$ cat config.mk
export PLATFORM = sky130hd
export DESIGN_NAME = acc_mem_arbiter
export DESIGN_NICKNAME = d
export VERILOG_FILES = /design/src/rtl/acc_pkg.sv /design/src/rtl/acc_rr_pick.sv /design/src/rtl/acc_mem_arbiter.sv
export SDC_FILE = /design/constraint.sdc
export NUM_CORES = 1
export LEC_CHECK = 0
export CAP_MARGIN = 0
export CORE_MARGIN = 1
export CORE_UTILIZATION = 39
export CTS_BUF_LIST = sky130_fd_sc_hd__clkbuf_16
export CTS_CLUSTER_SIZE = 16
export DETAILED_ROUTE_END_ITERATION = 8
export PLACE_DENSITY = 0.84
export SLEW_MARGIN = 25
export SYNTH_ARGS = -nofsm -noshare
export SYNTH_HDL_FRONTEND = slang
export SYNTH_SLANG_ARGS = --single-unit
export TNS_END_PERCENT = 30
$ cat constraint.sdc
create_clock -name clk1 -period 2.05 [get_ports clk1]
set_clock_uncertainty 0.1 [all_clocks]
set_input_delay 0.205 -clock clk1 [delete_from_list [all_inputs] [get_ports clk1]]
set_output_delay 0.205 -clock clk1 [all_outputs]
set_load 0.01 [all_outputs]
$ cat src/rtl/acc_pkg.sv
// Shared types and defaults for the accumulator-machine memory arbiter.
// Holds the FSM state enum, width/region defaults and requester IDs.
package acc_pkg;

  localparam int DATA_W_DEF = 16;
  localparam int ADDR_W_DEF = 10;
  localparam int L_INS_DEF  = 401;

  typedef enum logic [1:0] {
    S_IDLE,
    S_RD,
    S_IND,
    S_RD2
  } state_e;

  localparam logic REQ_IF = 1'b0;
  localparam logic REQ_ID = 1'b1;

endpackage

$ cat src/rtl/acc_rr_pick.sv
// Two-requester round-robin pick (IF vs ID) with an override that
// blocks both grants. Ports: clk_i, rst_i, en_i, ovr_i, req_*_i, gnt_*_o.
module acc_rr_pick
  import acc_pkg::*;
(
  input  logic clk_i,
  input  logic rst_i,
  input  logic en_i,
  input  logic ovr_i,
  input  logic req_if_i,
  input  logic req_id_i,
  output logic gnt_if_o,
  output logic gnt_id_o
);

  // fav_q names the requester that wins a tie
  logic fav_q;
  logic fav_d;

  always_comb begin
    gnt_if_o = 1'b0;
    gnt_id_o = 1'b0;
    if (en_i && !ovr_i) begin
      if (req_id_i && (!req_if_i || fav_q == REQ_ID))
        gnt_id_o = 1'b1;
      else if (req_if_i)
        gnt_if_o = 1'b1;
    end
    fav_d = fav_q;
    if (gnt_id_o)
      fav_d = REQ_IF;
    else if (gnt_if_o)
      fav_d = REQ_ID;
  end

  always_ff @(posedge clk_i) begin
    if (rst_i)
      fav_q <= REQ_ID;
    else
      fav_q <= fav_d;
  end

endmodule

$ cat src/rtl/acc_mem_arbiter.sv
// Single-port memory arbiter: loader writes, IF reads, ID direct/indirect
// reads with data-region bound check. Ports: clk1, rst, if_*, id_*, ld_*, mem_*.
module acc_mem_arbiter
  import acc_pkg::*;
#(
  parameter int DATA_W = DATA_W_DEF,
  parameter int ADDR_W = ADDR_W_DEF,
  parameter int L_INS  = L_INS_DEF
) (
  input  logic              clk1,
  input  logic              rst,
  input  logic              if_req,
  input  logic [ADDR_W-1:0] if_addr,
  output logic              if_gnt,
  output logic              if_rvalid,
  output logic [DATA_W-1:0] if_rdata,
  input  logic              id_req,
  input  logic              id_ind,
  input  logic [ADDR_W-1:0] id_addr,
  output logic              id_gnt,
  output logic              id_rvalid,
  output logic [DATA_W-1:0] id_rdata,
  output logic              id_fault,
  input  logic              ld_req,
  input  logic [ADDR_W-1:0] ld_addr,
  input  logic [DATA_W-1:0] ld_wdata,
  output logic              ld_gnt,
  output logic              mem_en,
  output logic              mem_we,
  output logic [ADDR_W-1:0] mem_addr,
  output logic [DATA_W-1:0] mem_wdata,
  input  logic [DATA_W-1:0] mem_rdata
);

  localparam logic [ADDR_W:0] BASE = L_INS[ADDR_W:0];

  state_e            state_q;
  logic              own_q;
  // nul_q: the pending return carries zero data (out of range)
  logic              nul_q;
  logic [DATA_W-1:0] if_rdata_q;
  logic [DATA_W-1:0] id_rdata_q;

  logic              idle;
  logic              in_ind;
  logic [ADDR_W:0]   id_sum;
  logic [ADDR_W:0]   ptr_sum;
  logic              id_oob;
  logic              ptr_oob;
  logic              if_oob;
  logic [DATA_W-1:0] ret;

  assign idle   = (state_q == S_IDLE) && !rst;
  assign in_ind = (state_q == S_IND) && !rst;
  assign ld_gnt = idle && ld_req;

  // One extra bit so a carry past the top of memory is visible
  assign id_sum  = BASE + {1'b0, id_addr};
  assign ptr_sum = BASE + {1'b0, mem_rdata[ADDR_W-1:0]};
  assign id_oob  = id_sum[ADDR_W];
  assign ptr_oob = ptr_sum[ADDR_W];
  assign if_oob  = {1'b0, if_addr} >= BASE;

  acc_rr_pick u_pick (
    .clk_i    (clk1),
    .rst_i    (rst),
    .en_i     (idle),
    .ovr_i    (ld_req),
    .req_if_i (if_req),
    .req_id_i (id_req),
    .gnt_if_o (if_gnt),
    .gnt_id_o (id_gnt)
  );

  always_comb begin
    mem_en    = 1'b0;
    mem_we    = 1'b0;
    mem_addr  = '0;
    mem_wdata = '0;
    unique case (1'b1)
      ld_gnt: begin
        mem_en    = 1'b1;
        mem_we    = 1'b1;
        mem_addr  = ld_addr;
        mem_wdata = ld_wdata;
      end
      if_gnt: begin
        if (!if_oob) begin
          mem_en   = 1'b1;
          mem_addr = if_addr;
        end
      end
      id_gnt: begin
        if (!id_oob) begin
          mem_en   = 1'b1;
          mem_addr = id_sum[ADDR_W-1:0];
        end
      end
      in_ind: begin
        if (!ptr_oob) begin
          mem_en   = 1'b1;
          mem_addr = ptr_sum[ADDR_W-1:0];
        end
      end
      default: ;
    endcase
  end

  always_ff @(posedge clk1) begin
    if (rst) begin
      state_q <= S_IDLE;
      own_q   <= REQ_IF;
      nul_q   <= 1'b0;
    end else begin
      unique case (state_q)
        S_IDLE: begin
          if (if_gnt) begin
            state_q <= S_RD;
            own_q   <= REQ_IF;
            nul_q   <= if_oob;
          end else if (id_gnt) begin
            own_q   <= REQ_ID;
            nul_q   <= id_oob;
            // A bad base address faults before the pointer read
            state_q <= (id_ind && !id_oob) ? S_IND : S_RD;
          end
        end
        S_IND: begin
          state_q <= S_RD2;
          nul_q   <= ptr_oob;
        end
        S_RD:    state_q <= S_IDLE;
        S_RD2:   state_q <= S_IDLE;
        default: state_q <= S_IDLE;
      endcase
    end
  end

  assign if_rvalid = !rst && state_q == S_RD && own_q == REQ_IF;
  assign id_rvalid = !rst && (state_q == S_RD2 ||
                     (state_q == S_RD && own_q == REQ_ID));
  assign id_fault  = id_rvalid && nul_q;
  assign ret       = nul_q ? '0 : mem_rdata;

  always_ff @(posedge clk1) begin
    if (rst) begin
      if_rdata_q <= '0;
      id_rdata_q <= '0;
    end else begin
      if (if_rvalid)
        if_rdata_q <= ret;
      if (id_rvalid)
        id_rdata_q <= ret;
    end
  end

  assign if_rdata = if_rvalid ? ret : if_rdata_q;
  assign id_rdata = id_rvalid ? ret : id_rdata_q;

endmodule

==> results of run 1 <==
-- what timing repair did --
| item | in CTS | in global routing |
|---|---|---|
| gates resized for setup | 253 | 76 |
| setup endpoints to repair | 66 | 56 |
| pin swaps | 25 | 15 |
| gates cloned | 3 | 0 |
| setup buffers | 14 | 6 |
-- per-stage QoR --
step                      hold slack [ns]  power [W]  utilization
final                               0.362    0.00224        0.798
after global routing                0.387    0.00233        0.798
after CTS                           0.363    0.00218        0.767
after detailed placement            0.356    0.00143        0.720
after global placement              0.350    0.00141        0.720
after floorplan                     0.324    0.00101            -
-- final cells by class --
cell class	count	area share
Timing Repair Buffer	221	0.407
Tap cell	75	0.0196
Sequential cell	37	0.157
Clock inverter	3	0.00288
Inverter	5	0.00393
Clock buffer	5	0.0262
Multi-Input combinational cell	253	0.384
-- cells by family (layout without fill, tap and decap cells) --
kind of cell,count (synthesis),in the layout,share of synthesized area
compound gates,74,74,0.223
fa+ha+maj,2,2,0.0102
flops,37,37,0.301
xor+xnor,12,12,0.0427
buf+inv,25,234,0.0523
simple gates,164,164,0.367
mux,1,1,0.00406
-- registers in the layout, summed over array words and instances (netlist names) --
register      cells
state_q           2
id_rdata_q       16
if_rdata_q       16
u_pick.fav_q      1
own_q             1
nul_q             1
-- layout by cell type (no fill, tap or decap), types with 12 or more instances in the layout --
master and instances:
sky130_fd_sc_hd__buf_6 19, sky130_fd_sc_hd__o21ai_2 14, sky130_fd_sc_hd__clkbuf_2 16, sky130_fd_sc_hd__dfxtp_1 34, sky130_fd_sc_hd__and2_1 12, sky130_fd_sc_hd__nand2_1 45, sky130_fd_sc_hd__nand2b_1 18, sky130_fd_sc_hd__a21oi_1 17
sky130_fd_sc_hd__clkdlybuf4s50_1 53, sky130_fd_sc_hd__buf_2 34, sky130_fd_sc_hd__buf_4 66, sky130_fd_sc_hd__or3_1 13
-- worst register-to-register path, stage by stage, from the launching register on --
cell and delay [ns]:
sky130_fd_sc_hd__dfxtp_4 0.36, sky130_fd_sc_hd__or4b_4 0.55, sky130_fd_sc_hd__buf_12 0.17, sky130_fd_sc_hd__buf_12 0.13, sky130_fd_sc_hd__nand2_2 0.08, sky130_fd_sc_hd__o21ai_4 0.07, sky130_fd_sc_hd__buf_4 0.13, sky130_fd_sc_hd__and2b_1 0.15
-- path summary, 6_finish.rpt --
kind,start,cells past startpoint,end
min reg2reg,id_rdata_q[5],2,id_rdata_q[5]
min,id_rdata_q[5],2,id_rdata_q[5]
max,mem_rdata[0],8,mem_addr[8]
max reg2reg,state_q[1],7,if_rdata_q[7]
-- power groups by stage --
| stage | clock (W) | sequential [W] | combinational (W) |
|---|---|---|---|
| floorplan | 0 | 0.000757 | 0.000249 |
| global placement | 0 | 0.000765 | 0.000646 |
| detailed placement | 0 | 0.000767 | 0.000658 |
| CTS | 0.000737 | 0.000752 | 0.000689 |
| global route | 0.000775 | 0.000756 | 0.000798 |
| finish | 0.000733 | 0.000754 | 0.000752 |
-- per-layer routing --
| layer | up-vias | track usage | routed length, um |
|---|---|---|---|
| met1 | 1506 | 0.301 | 3710 |
| met3 | 23 | 0.0633 | 761 |
| met5 | - | 0 | 0 |
| met2 | 162 | 0.588 | 5640 |
| li1 | 1531 | - | - |
| met4 | 0 | 0.113 | 262 |
==> impl.org, run 1 <==
** Run status
- Result of the run :: finished with violations
- Failing checks :: negative setup slack

** Power
- Summed over all nets, the switching power comes to 0.000642 W.
- Part of the total power dissipated in combinational logic :: 0.336
- Reg power frac :: 0.337
- The share of total power dissipated in the clock network is 0.328.
- Power density cells :: 469 mW/mm2
- Maximum VDD drop :: 823 uV
- Of the total power, the share spent switching nets is 0.287.
- The internal power of the cells totals around 0.0016 W.
- Total leakage power :: 2.29 nW

** Finish
- Growth of design area from synthesis to finish :: 94.0%
- Diodes inserted :: 0
- Number of standard cells in the layout, taps in and fillers out :: around 600
- Footprint of the multi-input gates :: 0.00183 mm2
- Of the cells placed in the final design, the portion with a size suffix greater than 1 is 0.422.
- Final-stage net count :: 593
- After routing the design area is 0.00478 mm2.
- Filler instances :: slightly below 400
- Combined flip-flop and latch cell area :: 749 um2

** Placed design
- Routability-driven placement finished with a final weighted congestion of 0.845.
- The HPWL after detailed placement is 6.66 mm.
- Placed Cells :: 568
- Once placement finished, the instance area stood at 0.00431 mm2.
- Port buffer count :: 133
- Placement Setup Slack :: -0.686 ns

** Yosys
- Post-Synthesis Cells :: between 300 and 400
- The share of synthesized area in the top cell type comes to 0.301.
- Synthesis Warnings :: 0
- Yosys reg bits :: 37
- Fraction of synthesis flops using an asynchronous set or reset pin :: 0
- The cell area that synthesis handed to floorplanning was roughly 0.0025 mm2.
- The synthesized design spends more area on one cell type than any other, namely sky130_fd_sc_hd__dfxtp_1.
- Of the synthesized area, sequential elements account for 0.301.
- Post-synth EDFFs :: 0
- Counting instances in the post-synthesis netlist gives the leading cell types as sky130_fd_sc_hd__nand2_1 (56), sky130_fd_sc_hd__dfxtp_1 (37), sky130_fd_sc_hd__a21oi_1 (18), sky130_fd_sc_hd__nand2b_1 (18).
- Dominant register cell in the synthesized netlist :: sky130_fd_sc_hd__dfxtp_1
- Yosys mapped the design onto 49 distinct sky130hd cell types.
- By area the synthesized netlist is led by sky130_fd_sc_hd__dfxtp_1 (30%), sky130_fd_sc_hd__nand2_1 (8.5%), sky130_fd_sc_hd__o21ai_2 (4.6%).
- The number of nets in the synthesized netlist is roughly 390.
- Mean post-synth cell area :: 7.82 um2
- Among all cell types in the netlist, the one instantiated most often is sky130_fd_sc_hd__nand2_1.

** Clock tree
- Clock buffer depth :: 2
- Counting every sink on the clock net gives 37.
- For this design, the CTS-stage hold fixing added 0 buffers.
- Worst-skew pair later-pin latency :: 0.28 ns
- Counting the buffers created by CTS gives 5.
- Clock input transition at the sequential cells of the worst setup and hold paths :: around 0.050 ns
- Number of levels in the clock H-tree :: 2
- In this run the clock root is driven by a sky130_fd_sc_hd__clkbuf_16.
- TritonCTS built the clock tree.

** Job
- Max-cap violations in this run came to 0.

** Timing
- For the pin with the worst max-slew slack, the measured transition is 0.503 ns.
- Final critical delay including setup and external delays :: 2.14 ns
- Measured against its own limit, the worst slew margin works out to 0.664.
- Setup violations remaining at the end of the flow were counted as 24.
- The hold violation count in the final report is 0.
- Post-layout worst setup margin :: -0.0936 ns
- The number of max-slew violations in the final report is 0.
- Setup repair after global routing could not meet its margin everywhere.
- Period utilization :: 1.05
- Derived from the worst setup path, the maximum achievable clock frequency is ~470 MHz.
- Summed over all failing endpoints, the final setup total negative slack is -1.03 ns.

** Setup path
- Cell family with the largest share of critical-path delay :: compound AO/OA/AOI/OAI gates
- STA classifies the critical path startpoint as an input pin.
- Reg2Reg Setup Slack :: 0.18 ns
- The signal on the critical path passes through dlygate4sd2_1 -> ha_4 -> a31o_2 -> buf_4 -> a31oi_2 -> mux2i_1 -> o211ai_1 -> buf_2.
- The worst setup path is captured at an output pin.
- Required time at the worst-slack endpoint :: 1.75 ns
- Slowest cell delay on critical path :: 0.27 ns
- Cell at the slowest stage of the critical path :: sky130_fd_sc_hd__dlygate4sd2_1
- The critical path is of the input pin to output pin type.
- Critical path fanouts, max :: 5
- Counting both buffers and inverters, the worst setup path holds a total of 3.
- Arrival @ worst endpoint :: 1.84 ns

** Floorplan
- The floorplan has 28 rows.
- Pin placement for this block handled 134 I/O pins.
- Area enclosed by the die boundary :: 0.00664 mm2
- Initial cell density of the core :: 0.411
- Core footprint :: about 0.0060 mm2
- Die Span X :: between 80 and 90 um
- The die is 81.5 um tall.

** Route
- Iteration count of the initial detailed-routing pass :: 4
- DRT Wirelength :: slightly above 10 mm
- Using the TritonRoute via totals, the vias-per-cell ratio works out to 5.38.
- Number of nets with antenna violations after routing :: 0
- Detailed-route via count :: around 3,200
- Routed wire length per instance :: approximately 17 um
- For this run, design rule violations remaining after detail routing come to 0.
- Initial DRC Count :: 157

** Global routing
- Entering global routing, the biggest net connects 33 pins.
- The first global-routing pass estimated 15.0 mm of wire.
- Number of antenna violations at the first check in global routing :: 0
- Total overflow reported by the global router :: 0
- The number of global-route vias before repair was 3,272.
- Global router's overall resource usage :: 0.298

** Min path
- Hold Crit Class :: register to register
(Power assumes the default switching activity.)
==> run 2: changes to the inputs <==
--- a/config.mk
+++ b/config.mk
@@ -11,7 +11,7 @@
 export CTS_BUF_LIST = sky130_fd_sc_hd__clkbuf_16
 export CTS_CLUSTER_SIZE = 16
 export DETAILED_ROUTE_END_ITERATION = 8
-export PLACE_DENSITY = 0.84
+export PLACE_DENSITY = 0.8
 export SLEW_MARGIN = 25
 export SYNTH_ARGS = -nofsm -noshare
 export SYNTH_HDL_FRONTEND = slang
==> constraint.sdc (replaced) <==
create_clock -name clk1 -period 2.4 [get_ports clk1]
set_clock_uncertainty 0.1 [all_clocks]
set_input_delay 0.24 -clock clk1 [delete_from_list [all_inputs] [get_ports clk1]]
set_output_delay 0.24 -clock clk1 [all_outputs]
set_load 0.01 [all_outputs]
==> impl.org, run 2 (synthesis gave the netlist of run 1 again) <==
** Route
- Met2 routed wirelength :: 4.10 mm (-27%)
- Iteration count of the initial detailed-routing pass :: 5 (+1)
- The detailed-route vias per instance came to 5.23 (-2.7%).
- The detailed-route wire length per cell was 14.4 um (-17%).
- The DRC marker count from the first detailed-route iteration was 115 (-27%).
- Top routing layer in use :: met4
- The detailed-routed wire length on met3 came to 607 um (-20%).
- Number of nets with antenna violations after routing :: 0 (unchanged)
- The number of design rule violations left after detail routing is 0 (unchanged).
- Met1 layer wirelength in the final routing :: 3.23 mm (-13%)
- The overall routed net length was 8.06 mm (-22%).
- The total via count in the routed design came to 2,935 (-8.9%).

** Setup path
- The peak fanout along the critical path was 15 (+10).
- Critical path type :: register to output pin
- The worst path buffer plus inverter count is 4 (+1).
- The arrival time reported for the critical path endpoint was 1.99 ns (+0.15 ns).
- Kind of start point of the critical path :: register
- STA classifies the critical path endpoint as an output pin.
- The data required time at the worst endpoint was 2.06 ns (+0.31 ns).
- The cell that appears most often on the critical path is sky130_fd_sc_hd__buf_4.
- Among all stages on the critical path, the largest delay is contributed by sky130_fd_sc_hd__clkdlybuf4s50_1.
- Cell family with the largest share of critical-path delay :: buffers and inverters
- Reg2Reg Setup Slack :: 0.80 ns (+0.62 ns)
- Cell Chain, Critical Path :: buf_4 -> nor4b_4 -> buf_4 -> buf_12 -> and2_1 -> clkdlybuf4s50_1
- The delay of the slowest critical-path stage came to 0.53 ns (+0.26 ns).

** Global routing
- The overall track demand over capacity in global routing was 0.247 (-0.0515).
- The pin count of the biggest net entering global routing was 34 (+3.0%).
- The number of global-route vias before repair is 2,796 (-15%).
- Global-route wire length before repair :: 12.6 mm (-16%)
- Total overflow reported by the global router :: 0 (unchanged)
- Number of antenna violations at the first check in global routing :: 0 (unchanged)

** Power
- Reg power frac :: 0.367 (+0.030)
- The reported net switching power was 0.000463 W (-28%).
- Final total power :: 0.00176 W (-22%)
- The static leakage power came to 2.17 nW (-4.9%).
- The clock network fraction of total power is 0.339 (+0.011).
- The worst IR drop on VDD is 411 uV (-50%).
- Proportion of total power due to net switching :: 0.264 (-0.0229)
- The ratio of total power to cell area was 404 mW/mm2 (-14%).
- The total internal power came to 0.00129 W (-19%).
- Part of the total power dissipated in combinational logic :: 0.294 (-0.042)

** Clock tree
- Worst-skew pair later-pin latency :: 0.28 ns (about the same)
- The clock tree buffer depth came to 2 (unchanged).
- The clock slew at the register clock pins of the worst setup and hold paths is 0.05 ns (about the same).
- Clock tree from TritonCTS :: built
- The post-cts hold buffer count came to 0 (unchanged).
- Sinks on the clock net :: 37 (unchanged)
- Number of levels in the clock H-tree :: 2 (unchanged)
- Root buffer cell :: sky130_fd_sc_hd__clkbuf_16
- The number of buffers added by the clock tree synthesis step came to 5 (unchanged).

** Timing
- In the finished design, the share of the clock period the worst path needs comes to 0.971.
- The number of max-slew violations in the final report came to 0 (unchanged).
- The final sum of negative setup slack came to 0 ns (+1.03 ns).
- The slew at the pin closest to its max-slew limit is 0.344 ns (-0.158 ns).
- Minimum hold slack :: 0.363 ns (+0.000619 ns)
- Unrepaired setup endpoints after global routing :: yes
- The hold violation count in the final report is 0 (unchanged).
- Final setup violating endpoints :: 0 (-100%)
- Final critical delay including setup and external delays :: 2.33 ns
- The worst slew margin relative to its limit is 0.770 (+0.106).
- Upper clock frequency limit :: 429 MHz

** Finish
- Layout cells sized above 1 :: 0.200 (-0.222)
- Filler instances :: 484 (+23%)
- Leading cell type in the layout, fill and taps excluded :: sky130_fd_sc_hd__clkdlybuf4s50_1
- The count of inserted antenna diode cells was 0 (unchanged).
- The final design area excluding fillers came to 0.00434 mm2 (-9.1%).
- Final-stage net count :: 556 (-6.2%)
- Most frequent cells in the layout :: sky130_fd_sc_hd__clkdlybuf4s50_1 (86), sky130_fd_sc_hd__nand2_1 (55), sky130_fd_sc_hd__buf_4 (46), sky130_fd_sc_hd__dfxtp_1 (34), sky130_fd_sc_hd__dlygate4sd2_1 (20)
- The largest registers in the layout are id_rdata_q: 16 flops, if_rdata_q: 16 flops, state_q: 2 flops.
- Relative to the synthesized area, the layout overhead comes to 76.3%.

** Job
- The number of violations of the max-capacitance limit came to 0 (unchanged).

** Placed design
- Placed wire-length estimate :: 6.26 mm (-6.1%)
- Cell area after placement :: 0.00416 mm2 (-3.5%)
- The final RePlAce weighted congestion was 0.826 (-2.2%).
- The number of buffer cells added on primary ports was 133 (unchanged).

** Run status
- Result of the run :: finished, final reports clean

** Floorplan
- Die boundary height :: 81.5 um (unchanged)
- The core box area came to 0.00599 mm2 (unchanged).
- The number of top-level pins is 134 (unchanged).
- The initial cell density of the core came to 0.411 (unchanged).
- The number of rows created at floorplan came to 28 (unchanged).
- Area enclosed by the die boundary :: 0.00664 mm2 (unchanged)
- The x dimension of the die was 81.5 um (unchanged).

** Min path
- Hold Crit Class :: register to register
==> run 2: cell type report <==
type | count | area [um2] | share of cell area
multi-input cells | 253 | 1620 | 0.373
clock buffers | 5 | 125 | 0.0288
clock inverters | 2 | 7.51 | 0.00173
well taps | 75 | 93.8 | 0.0216
inverters | 5 | 18.8 | 0.00432
flip-flops and latches | 37 | 744 | 0.171
repair buffers | 184 | 1730 | 0.399
==> run 2: worst register-to-register path: stages, from the launching register on <==
cell and delay [ns]:
sky130_fd_sc_hd__dfxtp_1 0.33, sky130_fd_sc_hd__or4b_4 0.55, sky130_fd_sc_hd__buf_12 0.19, sky130_fd_sc_hd__nand2_1 0.10, sky130_fd_sc_hd__o21ai_2 0.06, sky130_fd_sc_hd__and2b_1 0.15
==> run 2: metrics by stage <==
| step | utilization | instances | worst slack, ns |
|---|---|---|---|
| after CTS | 0.709 | 556 | -0.0762 |
| after global placement | 0.695 | 548 | -0.387 |
| after detailed placement | 0.695 | 548 | -0.436 |
| after floorplan | - | 315 | 0.510 |
| final | 0.725 | 561 | 0.0696 |
| after global routing | 0.725 | 561 | -0.0201 |
==> run 2: final timing paths <==
kind,start,end,depth (start not counted)
worst min-delay path,id_rdata_q[12],id_rdata_q[12],2
worst max register to register,own_q,if_rdata_q[7],5
worst min register to register,id_rdata_q[12],id_rdata_q[12],2
worst max-delay path,state_q[0],mem_wdata[4],6
==> run 2: timing repair <==
action,in CTS,in global routing
setup endpoints to repair,63,36
pin swaps,4,6
gates cloned,0,1
setup buffers,1,4
endpoints found under the hold margin,0,0
gates resized for setup,64,23
==> run 2: routing by layer <==
layer | global-route usage | vias to the layer above
met5 | 0 | -
met4 | 0.0732 | 0
met3 | 0.0600 | 10
met2 | 0.455 | 114
met1 | 0.278 | 1344
li1 | - | 1467
==> run 2: power by group through the flow <==
stage	Sequential [W]	Combinational [W]	Clock, W
after detailed placement	0.000655	0.000526	0
after CTS	0.000642	0.000509	0.000610
after global placement	0.000655	0.000520	0
final	0.000644	0.000516	0.000595
after floorplan	0.000647	0.000212	0
after global routing	0.000646	0.000557	0.000639
==> run 3: changes to the inputs <==
--- a/config.mk
+++ b/config.mk
@@ -6,7 +6,7 @@
 export NUM_CORES = 1
 export LEC_CHECK = 0
 export CAP_MARGIN = 0
-export CORE_MARGIN = 1
+export CORE_MARGIN = 4
 export CORE_UTILIZATION = 39
 export CTS_BUF_LIST = sky130_fd_sc_hd__clkbuf_16
 export CTS_CLUSTER_SIZE = 16
==> impl.org, run 3 (synthesis gave the netlist of run 1 again) <==
** Power
- Part of the total power dissipated in combinational logic :: 0.267 (-0.027)
- The total internal power came to 0.00153 W (+18%).
- Total leakage power :: 2.41 nW (+11%)
- Power density cells :: 447 mW/mm2 (+11%)
- Reg power frac :: 0.318 (-0.049)
- The total power of the final layout is 0.00203 W (+15%).
- The fraction of power spent switching nets came to 0.247 (-0.0169).
- The clock network fraction of total power came to 0.415 (+0.076).
- Sw power :: 0.000500 W (+8.0%)
- Maximum VDD drop :: 467 uV (+14%)

** Setup path
- Startpoint of the worst register-to-register path :: state_q[1]
- The arrival time reported for the critical path endpoint is 2.04 ns (+0.05 ns).
- STA classifies the critical path endpoint as an output pin.
- The data required time at the worst endpoint came to 2.06 ns (about the same).
- Worst reg2reg path endpoint :: nul_q
- Reg2Reg Setup Slack :: 0.74 ns (-0.06 ns)
- The delay of the slowest critical-path stage came to 0.44 ns (-0.09 ns).
- Sum of buffers and inverters on the critical path :: 3 (-1)
- The peak fanout along the critical path was 5 (-10).
- Logic depth of the worst register-to-register path :: 7 (+2)
- Cell at the slowest stage of the critical path :: sky130_fd_sc_hd__clkdlybuf4s50_1
- The critical path in this run is classified as input pin to output pin.
- Cell family with the largest share of critical-path delay :: buffers and inverters
- Kind of start point of the critical path :: input pin
- The signal on the critical path passes through clkdlybuf4s50_1 -> ha_1 -> a31o_2 -> buf_4 -> a31oi_2 -> mux2i_1 -> o211ai_1 -> buf_2.

** Timing
- Setup repair after global routing could not meet its margin everywhere.
- The final sum of negative setup slack is 0 ns (unchanged).
- Final setup violating endpoints :: 0 (unchanged)
- Final critical delay including setup and external delays :: 2.38 ns (+0.0513 ns)
- The highest attainable clock frequency was 420 MHz (-2.2%).
- The hold violation count in the final report is 0 (unchanged).
- The number of max-slew violations in the final report was 0 (unchanged).
- The final critical-path share of the clock period was 0.992 (+0.0214).
- Max-Slew Margin vs Limit :: 0.622 (-0.148)
- The slew at the pin closest to its max-slew limit came to 0.566 ns (+0.222 ns).

** Route
- The detailed router used layers up to and including met4.
- The routed length on met1 was 3.30 mm (+2.2%).
- The wire length on met2 is 4.81 mm (+17%).
- Routed wire length per instance :: 16.1 um (+12%)
- The remaining antenna violation count is 0 (unchanged).
- Detailed-route via count :: 2,988 (+1.8%)
- Via/cell ratio :: 5.21 (-0.50%)
- DRT Wirelength :: 9.25 mm (+15%)
- Iteration count of the initial detailed-routing pass :: 4 (-1)
- Number of DRC violations after detailed routing :: 0 (unchanged)
- The detailed-routed wire length on met3 is 928 um (+53%).
- Initial DRC Count :: 92 (-20%)

** Min path
- Worst Hold Launch :: id_rdata_q[2]
- Worst-case hold path end point :: id_rdata_q[2]
- Hold Crit Class :: register to register
- The instance count along the most critical hold path was 2 (unchanged).

** Clock tree
- Number of levels in the clock H-tree :: 2 (unchanged)
- The root buffer cell chosen for the clock tree is sky130_fd_sc_hd__clkbuf_16.
- Sinks on the clock net :: 37 (unchanged)
- Hold-fix buffer count after cts :: 0 (unchanged)
- Clock tree from TritonCTS :: built
- Worst-skew pair later-pin latency :: 0.28 ns (about the same)
- Clock input transition at the sequential cells of the worst setup and hold paths :: 0.06 ns (about the same)
- Clock buffer depth :: 2 (unchanged)
- Clock buffer count from CTS :: 5 (unchanged)

** Floorplan
- Die Span X :: 87.5 um (+7.4%)
- The number of rows created at floorplan is 28 (unchanged).
- Core footprint :: 0.00603 mm2 (+0.58%)
- Area enclosed by the die boundary :: 0.00765 mm2 (+15%)
- The number of top-level pins came to 134 (unchanged).
- Die boundary height :: 87.5 um (+7.4%)
- Initial cell density of the core :: 0.409 (-0.00239)

** Finish
- Diodes inserted :: 0 (unchanged)
- Layout cells sized above 1 :: 0.222 (+0.0229)
- The post-route core utilization came to 0.751 (+0.0261).
- In the layout the commonest cells are sky130_fd_sc_hd__clkdlybuf4s50_1 (69), sky130_fd_sc_hd__nand2_1 (56), sky130_fd_sc_hd__buf_4 (56), sky130_fd_sc_hd__dfxtp_1 (35), sky130_fd_sc_hd__dlygate4sd2_1 (32).
- Final-stage net count :: 568 (+2.2%)
- Largest registers in the final layout :: id_rdata_q: 16 flops, if_rdata_q: 16 flops, state_q: 2 flops
- Growth of design area from synthesis to finish :: 83.7%
- Leading cell type in the layout, fill and taps excluded :: sky130_fd_sc_hd__clkdlybuf4s50_1

** Placed design
- Port buffer count :: 133 (unchanged)
- The final RePlAce weighted congestion came to 0.912 (+10%).
- The detailed placer's ending HPWL is 7.33 mm (+17%).

** Global routing
- Global-route wire length before repair :: 14.2 mm (+13%)
- Vias in the first global route :: 2,996 (+7.2%)
- The overall track demand over capacity in global routing was 0.238 (-0.00861).
- The total congestion overflow after global routing came to 0 (unchanged).
- The number of antenna violations at the first check in global routing is 0 (unchanged).
- Pin count of the biggest net entering global routing :: 34 (unchanged)

** Run status
- Result of the run :: finished, final reports clean

** Job
- Max-Cap Viols :: 0 (unchanged)
-- run 3: cell types whose count changed in the layout (fill, tap and decap cells not counted), moves of 2 or more --
cell                              change
sky130_fd_sc_hd__clkdlybuf4s50_1     -17
sky130_fd_sc_hd__dlygate4sd2_1       +12
sky130_fd_sc_hd__dlymetal6s2s_1       +5
sky130_fd_sc_hd__dfxtp_2              -2
sky130_fd_sc_hd__bufinv_16            +2
sky130_fd_sc_hd__buf_4               +10
-- run 3: power groups by stage --
stage / sequential (W) / clock (W) / combinational, W
after global routing: 0.000644 / 0.000882 / 0.000582
after global placement: 0.000655 / 0 / 0.000541
final: 0.000643 / 0.000841 / 0.000541
after detailed placement: 0.000655 / 0 / 0.000552
after floorplan: 0.000647 / 0 / 0.000212
after CTS: 0.000643 / 0.000853 / 0.000534
-- run 3: metal layers --
metal  global-route usage  up-vias
li1                     -     1491
met1                0.245     1349
met2                0.441      131
met3               0.0842       17
met4               0.0851        0
met5                    0        -
-- run 3: timing repair --
| item | CTS | global route |
|---|---|---|
| setup buffers | 1 | 1 |
| resized for setup | 79 | 28 |
| endpoints found under the setup margin | 64 | 29 |
| pin swaps | 1 | 3 |
| gates cloned | 0 | 1 |
-- run 3: area by class of cell --
cell class	count	area [um2]
timing repair buffer	196	1840
fill	466	1500
clock buffer	5	125
clock inverter	3	65.1
multi-input combinational	253	1640
tap	75	93.8
inverter	5	18.8
sequential	37	746
-- run 3: worst max-delay path by stage --
stage | from | endpoint | slack, ns | depth (start not counted)
final | mem_rdata[1] | mem_addr[8] | 0.02 | 8
after global routing | mem_rdata[0] | mem_addr[8] | -0.01 | 8
after CTS | mem_rdata[1] | mem_addr[8] | -0.07 | 8
after detailed placement | if_addr[3] | mem_addr[8] | -0.38 | 7
after global placement | if_addr[3] | mem_addr[8] | -0.36 | 7
after floorplan | state_q[0] | mem_wdata[10] | 0.51 | 4
-- run 3: stage by stage --
stage | instances | instance area, um2 | hold WS (ns) | worst slack [ns]
global placement | 563 | 4290 | 0.351 | -0.358
global route | 574 | 4530 | 0.387 | -0.0146
finish | 574 | 4530 | 0.362 | 0.0182
CTS | 572 | 4430 | 0.363 | -0.0713
floorplan | 315 | 2460 | 0.344 | 0.510
detailed placement | 563 | 4290 | 0.355 | -0.380
-- run 3: worst reg2reg max path: cells and delay by family (launching register included) --
kind | cells | cell delay (ns)
simple gates | 4 | 0.71
buf+inv | 3 | 0.39
flops | 1 | 0.35
